`config.mk`:
```
export PLATFORM = sky130hd
export DESIGN_NAME = rx_frame_sipo
export DESIGN_NICKNAME = d
export VERILOG_FILES = /design/src/rtl/rx_frame_pkg.sv /design/src/rtl/rx_frame_sipo_shreg.sv /design/src/rtl/rx_frame_sipo.sv
export SDC_FILE = /design/constraint.sdc
export NUM_CORES = 1
export LEC_CHECK = 0
export CORE_MARGIN = 1
export CORE_UTILIZATION = 48
export CTS_BUF_LIST = sky130_fd_sc_hd__clkbuf_8 sky130_fd_sc_hd__clkbuf_16
export CTS_CLUSTER_DIAMETER = 40
export CTS_CLUSTER_SIZE = 16
export DETAILED_ROUTE_END_ITERATION = 12
export GPL_TIMING_DRIVEN = 0
export MAX_ROUTING_LAYER = met4
export PLACE_DENSITY = 0.74
export SLEW_MARGIN = 15
export SYNTH_ARGS = -nofsm -noshare
export SYNTH_HDL_FRONTEND = slang
export SYNTH_SLANG_ARGS = --single-unit
```
`constraint.sdc`:
```
create_clock -name clk -period 1.8 [get_ports clk]
set_input_delay 0.27 -clock clk [delete_from_list [all_inputs] [get_ports clk]]
set_output_delay 0.27 -clock clk [all_outputs]
set_load 0.02 [all_outputs]
```
`src/rtl/rx_frame_pkg.sv`:
```
// Shared types and constants for the serial-in/parallel-out frame receiver.
package rx_frame_pkg;

    typedef enum logic [1:0] {
        ST_IDLE   = 2'd0,
        ST_DATA   = 2'd1,
        ST_PARITY = 2'd2,
        ST_STOP   = 2'd3
    } rx_state_e;

    localparam int PARITY_NONE = 0;
    localparam int PARITY_EVEN = 1;
    localparam int PARITY_ODD  = 2;

endpackage

```
`src/rtl/rx_frame_sipo_shreg.sv`:
```
// Data shift register for the frame receiver; LSB_FIRST picks the entry end so
// the first bit shifted in ends up in bit 0 (LSB_FIRST=1) or bit W-1 (LSB_FIRST=0).
module rx_shreg #(
    parameter int W         = 8,
    parameter int LSB_FIRST = 1
) (
    input  logic         clk,
    input  logic         rst,
    input  logic         en_i,
    input  logic         din_i,
    output logic [W-1:0] q_o
);

    logic [W-1:0] sh_q;
    logic [W-1:0] sh_d;

    generate
        if (LSB_FIRST != 0) begin : g_lsb_first
            assign sh_d = {din_i, sh_q[W-1:1]};
        end else begin : g_msb_first
            assign sh_d = {sh_q[W-2:0], din_i};
        end
    endgenerate

    always_ff @(posedge clk or posedge rst) begin
        if (rst) begin
            sh_q <= '0;
        end else if (en_i) begin
            sh_q <= sh_d;
        end
    end

    assign q_o = sh_q;

endmodule

```
`src/rtl/rx_frame_sipo.sv`:
```
// Strobe-driven UART-style frame receiver with a single-entry output holding
// register, valid/ready handshake, frame/parity error flags and overrun pulse.
module rx_frame_sipo
    import rx_frame_pkg::*;
#(
    parameter int DATA_W      = 8,
    parameter int LSB_FIRST   = 1,
    parameter int PARITY_MODE = 0,
    parameter int STOP_BITS   = 1
) (
    input  logic              clk,
    input  logic              rst,
    input  logic              rxin,
    input  logic              shift,
    input  logic              dready,
    output logic [DATA_W-1:0] dout,
    output logic              dvalid,
    output logic              frame_err,
    output logic              parity_err,
    output logic              overrun,
    output logic              busy
);

    localparam int               CNT_W     = $clog2(DATA_W + 1);
    localparam logic [CNT_W-1:0] DATA_LAST = CNT_W'(DATA_W - 1);
    localparam logic [CNT_W-1:0] STOP_LAST = CNT_W'(STOP_BITS - 1);
    localparam logic             ODD_SENSE = (PARITY_MODE == PARITY_ODD);

    rx_state_e         state_q, state_d;
    logic [CNT_W-1:0]  cnt_q, cnt_d;
    logic              ferr_acc_q, ferr_acc_d;
    logic              perr_acc_q, perr_acc_d;
    logic [DATA_W-1:0] dout_q, dout_d;
    logic              dvalid_q, dvalid_d;
    logic              frame_err_q, frame_err_d;
    logic              parity_err_q, parity_err_d;
    logic              overrun_q, overrun_d;

    logic              sh_en;
    logic [DATA_W-1:0] sh_data;
    logic              complete;
    logic              ferr_new;

    rx_shreg #(
        .W         (DATA_W),
        .LSB_FIRST (LSB_FIRST)
    ) u_shreg (
        .clk   (clk),
        .rst   (rst),
        .en_i  (sh_en),
        .din_i (rxin),
        .q_o   (sh_data)
    );

    // Next-state: every state transition is gated by the bit-centre strobe.
    always_comb begin
        state_d    = state_q;
        cnt_d      = cnt_q;
        ferr_acc_d = ferr_acc_q;
        perr_acc_d = perr_acc_q;
        sh_en      = 1'b0;
        complete   = 1'b0;
        ferr_new   = ferr_acc_q | ~rxin;
        if (shift) begin
            case (state_q)
                ST_IDLE: begin
                    if (!rxin) begin
                        state_d    = ST_DATA;
                        cnt_d      = '0;
                        ferr_acc_d = 1'b0;
                        perr_acc_d = 1'b0;
                    end
                end
                ST_DATA: begin
                    sh_en = 1'b1;
                    if (cnt_q == DATA_LAST) begin
                        cnt_d   = '0;
                        state_d = (PARITY_MODE != PARITY_NONE) ? ST_PARITY : ST_STOP;
                    end else begin
                        cnt_d = cnt_q + 1'b1;
                    end
                end
                ST_PARITY: begin
                    perr_acc_d = ((^sh_data) ^ rxin) != ODD_SENSE;
                    state_d    = ST_STOP;
                end
                ST_STOP: begin
                    ferr_acc_d = ferr_new;
                    if (cnt_q == STOP_LAST) begin
                        complete = 1'b1;
                        cnt_d    = '0;
                        state_d  = ST_IDLE;
                    end else begin
                        cnt_d = cnt_q + 1'b1;
                    end
                end
                default: state_d = ST_IDLE;
            endcase
        end
    end

    // Holding register: a completed frame replaces the word only if the slot is
    // free or being accepted this cycle; otherwise the new frame is dropped.
    always_comb begin
        dout_d       = dout_q;
        dvalid_d     = dvalid_q;
        frame_err_d  = frame_err_q;
        parity_err_d = parity_err_q;
        overrun_d    = 1'b0;
        if (complete) begin
            if (!dvalid_q || dready) begin
                dout_d       = sh_data;
                dvalid_d     = 1'b1;
                frame_err_d  = ferr_new;
                parity_err_d = perr_acc_q;
            end else begin
                overrun_d = 1'b1;
            end
        end else if (dvalid_q && dready) begin
            dvalid_d = 1'b0;
        end
    end

    always_ff @(posedge clk or posedge rst) begin
        if (rst) begin
            state_q      <= ST_IDLE;
            cnt_q        <= '0;
            ferr_acc_q   <= 1'b0;
            perr_acc_q   <= 1'b0;
            dout_q       <= '0;
            dvalid_q     <= 1'b0;
            frame_err_q  <= 1'b0;
            parity_err_q <= 1'b0;
            overrun_q    <= 1'b0;
        end else begin
            state_q      <= state_d;
            cnt_q        <= cnt_d;
            ferr_acc_q   <= ferr_acc_d;
            perr_acc_q   <= perr_acc_d;
            dout_q       <= dout_d;
            dvalid_q     <= dvalid_d;
            frame_err_q  <= frame_err_d;
            parity_err_q <= parity_err_d;
            overrun_q    <= overrun_d;
        end
    end

    assign dout       = dout_q;
    assign dvalid     = dvalid_q;
    assign frame_err  = frame_err_q;
    assign parity_err = parity_err_q;
    assign overrun    = overrun_q;
    assign busy       = (state_q != ST_IDLE);

endmodule
```
# --- Yosys cells after proc, flatten, opt, wreduce, memory -nomap -nowiden ---
# Index checks and enable logic that the tools add are counted.
word_totals:
  ff_bits: 28
  in_bits: 5
  elab_cells: 60
op_classes:
  n_addsub: 1
  n_eq_ne: 8
  mux: 21
  bitwise_logic: 3
  n_reduce_logical: 17
op_table:
  columns: ["cell", "count"]
  rows:
  - ["$mux W4", 3]
  - ["$pmux W4 S3", 1]
  - ["$mux W1", 11]
  - ["$reduce_and A3 Y1", 3]
  - ["$pmux W2 S4", 1]
  - ["$reduce_bool A2 Y1", 4]
  - ["$reduce_xor A8 Y1", 1]
  - ["$mux W2", 3]
  - ["$ne A2 B2 Y1 const B", 3]
  - ["$add A4 B1 Y4 const B", 1]
  - ["$eq A2 B2 Y1 const B", 2]
  - ["$eq A4 B3 Y1 const B", 1]
  - ["$logic_not A4 Y1", 1]
  - ["$pmux W1 S2", 2]
  - ["$reduce_and A2 Y1", 2]
  - ["$reduce_and A4 Y1", 1]
  - ["$reduce_bool A3 Y1", 1]
  - ["$eq A2 B1 Y1 const B", 1]
  - ["$logic_not A2 Y1", 1]
  - ["$ne A2 B1 Y1 const B", 1]
  - ["$logic_and A1 B1 Y1", 1]
  - ["$logic_not A1 Y1", 1]
  - ["$logic_or A1 B1 Y1", 1]
  - ["$not A1 Y1", 1]
  - ["other kinds (2)", 2]

# --- Logic depth before layout (Yosys ltp) ---
# Gate-level depths: netlist (run 1).
logic_depth:
  word_depth: 6
  mapped_depth: 7

# --- By module ---
# A second synthesis (run 1) with hierarchy kept.
unflattened:
  cells_unflattened: 107
  area_unflattened_um2: 1447.6
modules_own_cells:
  columns: ["mod", "instances", "cells_per_inst", "area_each_um2"]
  rows:
  - ["rx_frame_sipo", 1, 89, 1112.3]
  - ["rx_shreg", 1, 18, 335.3]

# --- Worst setup path after synthesis (run 1) ---
# No wires, ideal clock.
synth_timing:
  kind: "flip-flop to flip-flop"
  start: "register cnt_q[0]"
  end: "register dout_q[0], in the netlist dout[0]"
  setup_time_ps: 125
  t_arrival_ps: 1769
  t_required_ps: 1675
  slack_ps: -94
  path_stages_with_launch: 8
  n_path_buf: 1
  cell_sequence: "dfrtp_1 inv_1 ha_1 or3b_1 or2_4 nor2b_4 buf_12 mux2_4"
synth_between:
  elab_chain_len: 5
synth_rtl:
  columns: ["element", "line_no", "rtl"]
  rows:
  - ["start, declared", "rx_frame_sipo.sv:30", "logic [CNT_W-1:0] cnt_q, cnt_d;"]
  - ["start signal, assigned", "rx_frame_sipo.sv:137", "cnt_q <= cnt_d;"]
  - ["$logic_not A4 Y1", "rx_frame_sipo.sv:89", "if (cnt_q == STOP_LAST) begin"]
  - ["$mux W1", "rx_frame_sipo.sv:89", null]
  - ["$mux W1", "rx_frame_sipo.sv:65", "case (state_q)"]
  - ["$mux W1", "rx_frame_sipo.sv:64", "if (shift) begin"]
  - ["$reduce_and A2 Y1 (no source line)", null, null]
  - ["end signal, assigned", "rx_frame_sipo.sv:140", "dout_q <= dout_d;"]
  - ["end, declared", "rx_frame_sipo.sv:33", "logic [DATA_W-1:0] dout_q, dout_d;"]
# No other way between the ends.
# A chain may end at the register's enable or synchronous reset.

# --- Worst setup path after layout (run 1) ---
layout_timing:
  start: "register cnt_q[1]"
  end: "register frame_err_q, in the netlist frame_err"
layout_between:
  elab_chain_len: 5
layout_rtl:
  columns: ["element", "line_no", "rtl"]
  rows:
  - ["$logic_not A4 Y1", "rx_frame_sipo.sv:89", null]
  - ["$mux W1", "rx_frame_sipo.sv:89", null]
  - ["$mux W1", "rx_frame_sipo.sv:65", null]
  - ["$mux W1", "rx_frame_sipo.sv:64", null]
  - ["$reduce_and A2 Y1 (no source line)", null, null]
  - ["end signal, assigned", "rx_frame_sipo.sv:142", "frame_err_q <= frame_err_d;"]
  - ["end, declared", "rx_frame_sipo.sv:35", "logic frame_err_q, frame_err_d;"]
# No other way between the ends.

==> results.sh, run 1 <==
export IMPL_root_buffer="clkbuf_8"
export IMPL_rows=19
export IMPL_busiest_layer="met2"
export IMPL_synth_area_sq_um=1410
export IMPL_ir_drop_v=0.00129
export IMPL_p_seq_share_pct=32.9
export IMPL_crit_path_start_kind="flop"
export IMPL_coreArea_sq_um=2760
export IMPL_p_int_uw=2340
export IMPL_met1_usage_pct=20.0
export IMPL_placed_area_sq_um=1620
export IMPL_grt_max_degree=29
export IMPL_netlist_cell_type_count=32
export IMPL_skew_ps=1.89
export IMPL_crit_end="frame_err"
export IMPL_ff2ff_path_depth=7
export IMPL_finalSetupViolCount=11
export IMPL_final_cell_area_sq_um=1780
export IMPL_ff2ff_setup_slack_ps=-180
export IMPL_grt_ovfl_total=0
export IMPL_grt_antenna_before_repair=0
export IMPL_crit_fanout=10
export IMPL_chipWidth_um=56.2
export IMPL_drt_iter0_drc=9
export IMPL_die_area_sq_um=3160
export IMPL_syn_inst=106
export IMPL_cts_buffers_inserted=3
export IMPL_endpoint_kind="flop"
export IMPL_p_comb_share_pct=53.2
export IMPL_die_y_um=56.2
export IMPL_areaGrowthSynthToFinish_pct=26.2
export IMPL_hp_class="input pin to asynchronous set/reset pin"
export IMPL_power_density_nw_per_um2=1980
export IMPL_grt_use_met3_pct=3.02
export IMPL_grt_pass1_vias=858
export IMPL_r2r_start="cnt_q[1]"
export IMPL_clock_sink_count=28
export IMPL_port_buffers=17
export IMPL_synth_edf_count=0
export IMPL_avgSynthCellArea_sq_um=13.3
export IMPL_switchingPower_uw=1190
export IMPL_grt_pass1_wl_um=3730
export IMPL_path_depth=7
export IMPL_diodes=0
export IMPL_htreeDepth=1
export IMPL_crit_buf_inv=2
export IMPL_ios=18
export IMPL_pwr_share_clk_pct=13.9
export IMPL_drc=0
export IMPL_maxCapViolCount=0
export IMPL_grt_util_met2_pct=24.1
export IMPL_initial_core_util_pct=51.1
export IMPL_ys_ff_latch=28
export IMPL_vias_per_cell=5.25
export IMPL_cp_required_ps=1960
export IMPL_clk_latency_ps=270
export IMPL_slew_violations=0
export IMPL_drt_pass1_iterations=5
export IMPL_n_fill_cell=202
export IMPL_hold_violations=0
export IMPL_path_cells="inv_1 -> ha_1 -> or3b_4 -> or2_4 -> nor2b_4 -> buf_12 -> mux2_4"
export IMPL_synth_flop_cell="dfrtp_1"
export IMPL_cp_arrival_ps=2140
export IMPL_drt_wl_total_um=2260
export IMPL_switching_share_pct=33.6
export IMPL_failed_checks="setup timing"
export IMPL_grt_util_all_layers_pct=16.2
export IMPL_cts_tree="built"
export IMPL_timing_fmax_mhz=506
export IMPL_power_leakage_uw=0.000817
export IMPL_power_uw=3530
export IMPL_crit_family="simple AND/OR/NAND/NOR gates"
export IMPL_place_hpwl_um=1500
export IMPL_cts_buffer_depth=2
export IMPL_post_route_period_util_pct=110
export IMPL_timing_final_ws_setup_ps=-176
export IMPL_yosysSeqAreaShare_pct=49.7
export IMPL_status="finished, violations left"
export IMPL_utilization_pct=64.5
export IMPL_timing_rr_end="frame_err"
export IMPL_synth_nets=119
export IMPL_drive_above_1_share_pct=30.6
export IMPL_rsz0062_at_grt="yes"
export IMPL_worstSetupPathType="flop to flop"
export IMPL_fin_crit_ps=1980
export IMPL_yosys_warnings=0
export IMPL_fin_tns_setup_ps=-1670
export IMPL_route_vias_total=867
export IMPL_place_congestion=0.746
export IMPL_cts_clk_slew_worst_paths_ps=90
export IMPL_startpoint="cnt_q[1]"
export IMPL_fin_nets=148
export IMPL_ant_nets=0
export IMPL_cts_hold_buffers=0
export IMPL_cp_slowest_cell="dfrtp_1"
export IMPL_cpPeakStageDelay_ps=420
export IMPL_wire_per_inst_um=13.7
export IMPL_relSlewSlack_pct=35.4
export IMPL_ys_async_sr_fraction_pct=100
export IMPL_worst_slew_pin_slew_ps=964
[cells in the mapped netlist (2+ instances only)]
master,count,area (sq um)
o21ai_0,3,15.0
xnor2_1,5,43.8
mux2_2,9,101
nand2_1,8,30.0
nor2_1,3,11.3
a21o_1,2,15.0
mux2_4,10,150
ha_1,8,100
dfrtp_1,28,701
nor4b_1,2,17.5
inv_1,6,22.5
nand2b_1,2,12.5
[kinds of logic after synthesis]
kind of cell             count (synthesis)  synth area share [%]
flip-flops                              28                  49.7
buffers and inverters                    8                  3.29
AND/OR/NAND/NOR                         23                  9.59
adder cells (fa/ha/maj)                  8                  7.11
multiplexers                            20                  18.6
XOR/XNOR                                 7                  5.33
AO/OA/AOI/OAI                           12                  6.39
[power groups by stage]
stage	clock network [uW]	logic, uW	registers [uW]
after floorplan	0	1090	1280
after global placement	0	1620	1170
after detailed placement	0	1650	1190
after CTS	498	1810	1160
after global routing	524	2030	1210
final	490	1880	1160
[registers in the layout, indices dropped and copies added (netlist names)]
signal       count
dout             8
u_shreg.q_o      8
cnt_q            4
state_q          2
dvalid           1
ferr_acc_q       1
frame_err        1
overrun          1
parity_err       1
perr_acc_q       1
[per-stage QoR]
| stage | std cells | setup slack [ps] | hold slack, ps |
|---|---|---|---|
| 6_report | 165 | -176 | 404 |
| 5_1_grt | 165 | -240 | 480 |
| 4_1_cts | 164 | -159 | 512 |
| 2_1_floorplan | 106 | -72.9 | 335 |
| 3_3_place_gp | 154 | -172 | 482 |
| 3_5_place_dp | 154 | -200 | 488 |
[how the worst min path moves through the flow]
stage	end	cells past startpoint	slack, ps	from
3_3_place_gp	ferr_acc_q	1	480	ferr_acc_q
6_report	overrun	2	400	rst
5_1_grt	dout[1]	2	480	rst
2_1_floorplan	cnt_q[0]	1	340	rst
4_1_cts	perr_acc_q	1	510	perr_acc_q
3_5_place_dp	perr_acc_q	1	490	perr_acc_q
[area by class of cell]
class / instances / area, sq um / share of cell area [%]
buffer: 1 / 20.0 / 1.13
tap: 31 / 38.8 / 2.18
sequential: 28 / 701 / 39.4
inverter: 6 / 22.5 / 1.27
multi-input combinational: 70 / 696 / 39.1
clock buffer: 3 / 41.3 / 2.32
timing repair buffer: 25 / 229 / 12.9
clock inverter: 1 / 30.0 / 1.69
[layout by cell type, fill, tap and decap left out, types with 2 or more instances in the layout]
cell type        Yosys  final
mux2_2               9      9
nor4b_1              2      2
nor2_1               3      3
inv_1                6      5
buf_4                0      8
xnor2_1              5      5
clkdlybuf4s50_1      0     16
clkbuf_8             0      3
ha_1                 8      6
dfrtp_1             28     28
ha_4                 0      2
o21ai_0              3      3
mux2_4              10     10
a21o_1               2      2
nand2_1              8      8
[repair_timing]
| action | in CTS | in global routing |
|---|---|---|
| endpoints found under the hold margin | 0 | 0 |
| setup buffers | 7 | 1 |
| endpoints found under the setup margin | 13 | 11 |
| pin swaps | 2 | 1 |
| gates resized for setup | 4 | 4 |
[routing by layer]
| layer | vias to the layer above | wire (um) |
|---|---|---|
| met5 | - | 0 |
| met4 | 0 | 63 |
| met3 | 6 | 91 |
| met2 | 24 | 1110 |
| met1 | 418 | 994 |
| li1 | 419 | - |
No activity file was read; power rests on OpenSTA's default activity.
==> run 2: changes to the inputs <==
CTS_BUF_LIST = unset   (was sky130_fd_sc_hd__clkbuf_8 sky130_fd_sc_hd__clkbuf_16)
==> results.sh, run 2 (synthesis results as in run 1) <==
export IMPL_pwr_share_clk_pct=11.6
export IMPL_switchingPower_uw=1240
export IMPL_cts_clk_slew_worst_paths_ps=150
export IMPL_timing_final_ws_setup_ps=-146
export IMPL_p_comb_share_pct=56.2
export IMPL_final_common_cell="dfrtp_1"
export IMPL_drt_pass1_iterations=4
export IMPL_cp_required_ps=2030
export IMPL_coreArea_sq_um=2760
export IMPL_clk_latency_ps=330
export IMPL_die_y_um=56.2
export IMPL_crit_fanout=10
export IMPL_fin_tns_setup_ps=-1500
export IMPL_grt_pass1_wl_um=3820
export IMPL_status="finished, violations left"
export IMPL_n_fill_cell=202
export IMPL_power_density_nw_per_um2=1970
export IMPL_cts_buffer_depth=2
export IMPL_rows=19
export IMPL_drive_above_1_share_pct=35.5
export IMPL_fin_crit_ps=1950
export IMPL_grt_util_all_layers_pct=16.1
export IMPL_p_int_uw=2340
export IMPL_grt_antenna_before_repair=0
export IMPL_utilization_pct=66.0
export IMPL_grt_ovfl_total=0
export IMPL_crit_path_start_kind="flop"
export IMPL_endpoint_kind="flop"
export IMPL_chipWidth_um=56.2
export IMPL_place_congestion=0.746
export IMPL_final_cell_mix="28 x dfrtp_1, 16 x clkdlybuf4s50_1, 11 x mux2_4, 11 x buf_4, 8 x mux2_2"
export IMPL_power_leakage_uw=0.000834
export IMPL_areaGrowthSynthToFinish_pct=29.1
export IMPL_timing_fmax_mhz=514
export IMPL_skew_ps=2.22
export IMPL_grt_pass1_vias=866
export IMPL_cp_arrival_ps=2180
export IMPL_wire_per_inst_um=13.7
export IMPL_drt_wl_total_um=2310
export IMPL_hold_violations=0
export IMPL_maxCapViolCount=0
export IMPL_finalSetupViolCount=12
export IMPL_drt_iter0_drc=9
export IMPL_worst_slew_pin_slew_ps=992
export IMPL_grt_max_degree=29
export IMPL_htreeDepth=1
export IMPL_port_buffers=17
export IMPL_cts_buffers_inserted=3
export IMPL_slew_violations=0
export IMPL_p_seq_share_pct=32.2
export IMPL_switching_share_pct=34.6
export IMPL_cts_tree="built"
export IMPL_dp_slack_ps=-200
export IMPL_drc=0
export IMPL_worstSetupPathType="flop to flop"
export IMPL_diodes=0
export IMPL_ant_nets=0
export IMPL_ios=18
export IMPL_hp_class="input pin to asynchronous set/reset pin"
export IMPL_root_buffer="clkbuf_4"
export IMPL_initial_core_util_pct=51.1
export IMPL_place_hpwl_um=1500
export IMPL_clock_sink_count=28
export IMPL_vias_per_cell=5.18
export IMPL_fin_nets=152
export IMPL_ir_drop_v=0.00137
export IMPL_route_vias_total=876
export IMPL_die_area_sq_um=3160
export IMPL_failed_checks="setup timing"
export IMPL_rsz0062_at_grt="yes"
export IMPL_relSlewSlack_pct=33.5
export IMPL_post_route_period_util_pct=108
## run 2: what timing repair did
item                                    CTS  global route
pin swaps                                 2             4
hold buffers                              0             0
resized for setup                         7             8
setup buffers                             8             4
endpoints found under the setup margin   13            12
## run 2: area by class of cell
type | instances | area (sq um) | area share, %
Inverter | 6 | 22.5 | 1.24
Multi-Input combinational cell | 70 | 722 | 39.7
Clock inverter | 1 | 30.0 | 1.65
Tap cell | 31 | 38.8 | 2.13
Sequential cell | 28 | 701 | 38.5
Clock buffer | 3 | 22.5 | 1.24
Buffer | 1 | 20.0 | 1.10
Timing Repair Buffer | 29 | 263 | 14.4
## run 2: metal layers
layer | vias to the layer above | track usage (%) | wire length [um]
met5 | - | - | 0
met4 | 0 | 7.32 | 20
met1 | 429 | 20.4 | 1110
li1 | 431 | - | -
met3 | 2 | 3.02 | 58
met2 | 14 | 25.2 | 1130
## run 2: critical path: stages, from the launching register on
cell	delay, ps
dfrtp_1	420
inv_1	70
ha_1	150
or3b_4	370
or2_4	250
nor2b_4	130
buf_12	150
mux2_4	300
## run 2: worst paths after layout
| path | startpoint | endpoint | slack, ps | cells after the start |
|---|---|---|---|---|
| worst max-delay path | cnt_q[0] | frame_err | -150 | 7 |
| max in group asynchronous | rst | dout[1] | 1010 | 2 |
| worst min-delay path | rst | overrun | 340 | 2 |
| worst min register to register | perr_acc_q | perr_acc_q | 520 | 1 |
| worst max register to register | cnt_q[0] | frame_err | -150 | 7 |
| min in group clk | perr_acc_q | perr_acc_q | 520 | 1 |
## run 2: metrics by stage
step / cells / area [sq um] / total power [uW] / hold slack [ps]
after floorplan: 106 / 1410 / 2370 / 335
after global placement: 154 / 1620 / 2790 / 482
after detailed placement: 154 / 1620 / 2840 / 488
after CTS: 165 / 1760 / 3420 / 513
after global routing: 169 / 1820 / 3810 / 404
final: 169 / 1820 / 3580 / 341
## run 2: power by group through the flow
| stage | Clock, uW | Sequential, uW | Combinational [uW] |
|---|---|---|---|
| after floorplan | 0 | 1280 | 1090 |
| after global placement | 0 | 1170 | 1620 |
| after detailed placement | 0 | 1190 | 1650 |
| after CTS | 415 | 1150 | 1850 |
| after global routing | 446 | 1200 | 2160 |
| final | 415 | 1150 | 2010 |
==> run 3: changes to the inputs <==
--- a/config.mk
+++ b/config.mk
@@ -14,6 +14,8 @@
 export MAX_ROUTING_LAYER = met4
 export PLACE_DENSITY = 0.74
+export SKIP_LAST_GASP = 1
 export SLEW_MARGIN = 15
 export SYNTH_ARGS = -nofsm -noshare
 export SYNTH_HDL_FRONTEND = slang
 export SYNTH_SLANG_ARGS = --single-unit
+export TNS_END_PERCENT = 10
==> constraint.sdc (replaced) <==
create_clock -name clk -period 1.8 [get_ports clk]
set_input_delay 0.27 -clock clk [delete_from_list [all_inputs] [get_ports clk]]
set_output_delay 0.27 -clock clk [all_outputs]
set_load 0.05 [all_outputs]
==> results.sh, run 3 (synthesis results as in run 1) <==
export IMPL_status="finished, violations left"
export IMPL_failed_checks="setup timing"
export IMPL_cts_tree="built"
export IMPL_areaGrowthSynthToFinish_pct=20.0
export IMPL_ios=18
export IMPL_final_common_cell="dfrtp_1"
export IMPL_startpoint="cnt_q[1]"
export IMPL_placed_area_sq_um=1620
export IMPL_ant_nets=0
export IMPL_wire_per_inst_um=13.2
export IMPL_chipWidth_um=56.2
export IMPL_timing_fmax_mhz=508
export IMPL_ff2ff_setup_slack_ps=-170
export IMPL_clock_sink_count=28
export IMPL_grt_antenna_before_repair=0
export IMPL_final_cell_area_sq_um=1690
export IMPL_die_y_um=56.2
export IMPL_clk_latency_ps=330
export IMPL_grt_max_degree=29
export IMPL_finalSetupViolCount=12
export IMPL_root_buffer="clkbuf_4"
export IMPL_place_congestion=0.746
export IMPL_post_route_period_util_pct=109
export IMPL_grt_ovfl_total=0
export IMPL_timing_hold_ws_ps=338
export IMPL_cts_buffer_depth=2
export IMPL_cp_required_ps=2030
export IMPL_slew_violations=0
export IMPL_initial_core_util_pct=51.1
export IMPL_fin_tns_setup_ps=-1690
export IMPL_crit_path_start_kind="flop"
export IMPL_place_hpwl_um=1500
export IMPL_dp_slack_ps=-200
export IMPL_htreeDepth=1
export IMPL_maxCapViolCount=0
export IMPL_ir_drop_v=0.00136
export IMPL_rsz0062_at_grt="yes"
export IMPL_cp_arrival_ps=2200
export IMPL_grt_util_all_layers_pct=15.4
export IMPL_final_cell_mix="27 x dfrtp_1, 16 x clkdlybuf4s50_1, 10 x mux2_4"
export IMPL_fin_crit_ps=1970
export IMPL_hp_class="input pin to asynchronous set/reset pin"
export IMPL_rows=19
export IMPL_grt_pass1_vias=827
export IMPL_timing_final_ws_setup_ps=-170
export IMPL_skew_ps=7.27
export IMPL_route_vias_total=843
export IMPL_drt_pass1_iterations=4
export IMPL_crit_fanout=10
export IMPL_endpoint_kind="flop"
export IMPL_die_area_sq_um=3160
export IMPL_port_buffers=17
export IMPL_r2r_start="cnt_q[1]"
export IMPL_hold_violations=0
export IMPL_diodes=0
export IMPL_timing_rr_end="dout[6]"
export IMPL_worstSetupPathType="flop to flop"
export IMPL_drive_above_1_share_pct=27.1
export IMPL_power_density_nw_per_um2=2110
export IMPL_vias_per_cell=5.27
export IMPL_cts_buffers_inserted=3
export IMPL_power_uw=3570
export IMPL_power_leakage_uw=0.000782
export IMPL_ff2ff_path_depth=7
export IMPL_drt_iter0_drc=30
export IMPL_relSlewSlack_pct=35.2
export IMPL_coreArea_sq_um=2760
export IMPL_drt_wl_total_um=2120
export IMPL_fin_nets=143
export IMPL_grt_pass1_wl_um=3670
export IMPL_drc=0
export IMPL_worst_slew_pin_slew_ps=966
export IMPL_cts_clk_slew_worst_paths_ps=160
-- run 3: changes by cell type in the layout (fill, tap and decap cells not counted), sizes merged --
cell,before,now
buf,13,4
clkbuf,3,4
dlygate4sd2,1,0
-- run 3: layer usage --
layer | GRT usage, % | vias to the layer above | wire length [um]
met3 | 3.02 | 2 | 64
met2 | 23.6 | 14 | 1040
met5 | - | - | 0
met1 | 20.4 | 412 | 989
met4 | 5.57 | 0 | 20
li1 | - | 415 | -
-- run 3: critical path: stages, from the launching register on --
cell and delay [ps]:
dfrtp_1 440, inv_1 80, ha_1 150, or3b_4 380, or2_4 250, nor2b_4 130
buf_12 150, mux2_4 300
-- run 3: where the power goes --
group | internal, uW | leakage, uW | total [uW] | switching [uW]
sequential | 922 | 0.000342 | 1170 | 246
combinational | 1010 | 0.000413 | 1990 | 984
clock | 225 | 0.0000279 | 412 | 187
total | 2150 | 0.000782 | 3570 | 1420
-- run 3: area by class of cell --
| cell class | count | area, sq um |
|---|---|---|
| Clock inverter | 1 | 30.0 |
| Tap cell | 31 | 38.8 |
| Inverter | 6 | 22.5 |
| Multi-Input combinational cell | 70 | 667 |
| Fill cell | 229 | 1070 |
| Clock buffer | 3 | 22.5 |
| Timing Repair Buffer | 20 | 188 |
| Sequential cell | 28 | 702 |
| Buffer | 1 | 20.0 |
-- run 3: what timing repair did --
item                       in CTS  in global routing
gates resized for setup         2                  4
setup endpoints to repair      13                 26
buffers inserted                3                  0
hold buffers                    0                  0
-- run 3: worst max path at each step --
stage           endpoint  slack, ps  depth (start not counted)
5_1_grt        frame_err       -250                          7
6_report         dout[6]       -170                          7
4_1_cts        frame_err       -160                          7
3_5_place_dp    cnt_q[3]       -200                          6
2_1_floorplan    dout[0]        -70                          7
3_3_place_gp    cnt_q[3]       -170                          6
-- run 3: stage by stage --
stage          util, %  instances
2_1_floorplan        -        106
3_3_place_gp      58.7        154
3_5_place_dp      58.7        154
4_1_cts           61.4        161
5_1_grt           61.3        160
6_report          61.3        160
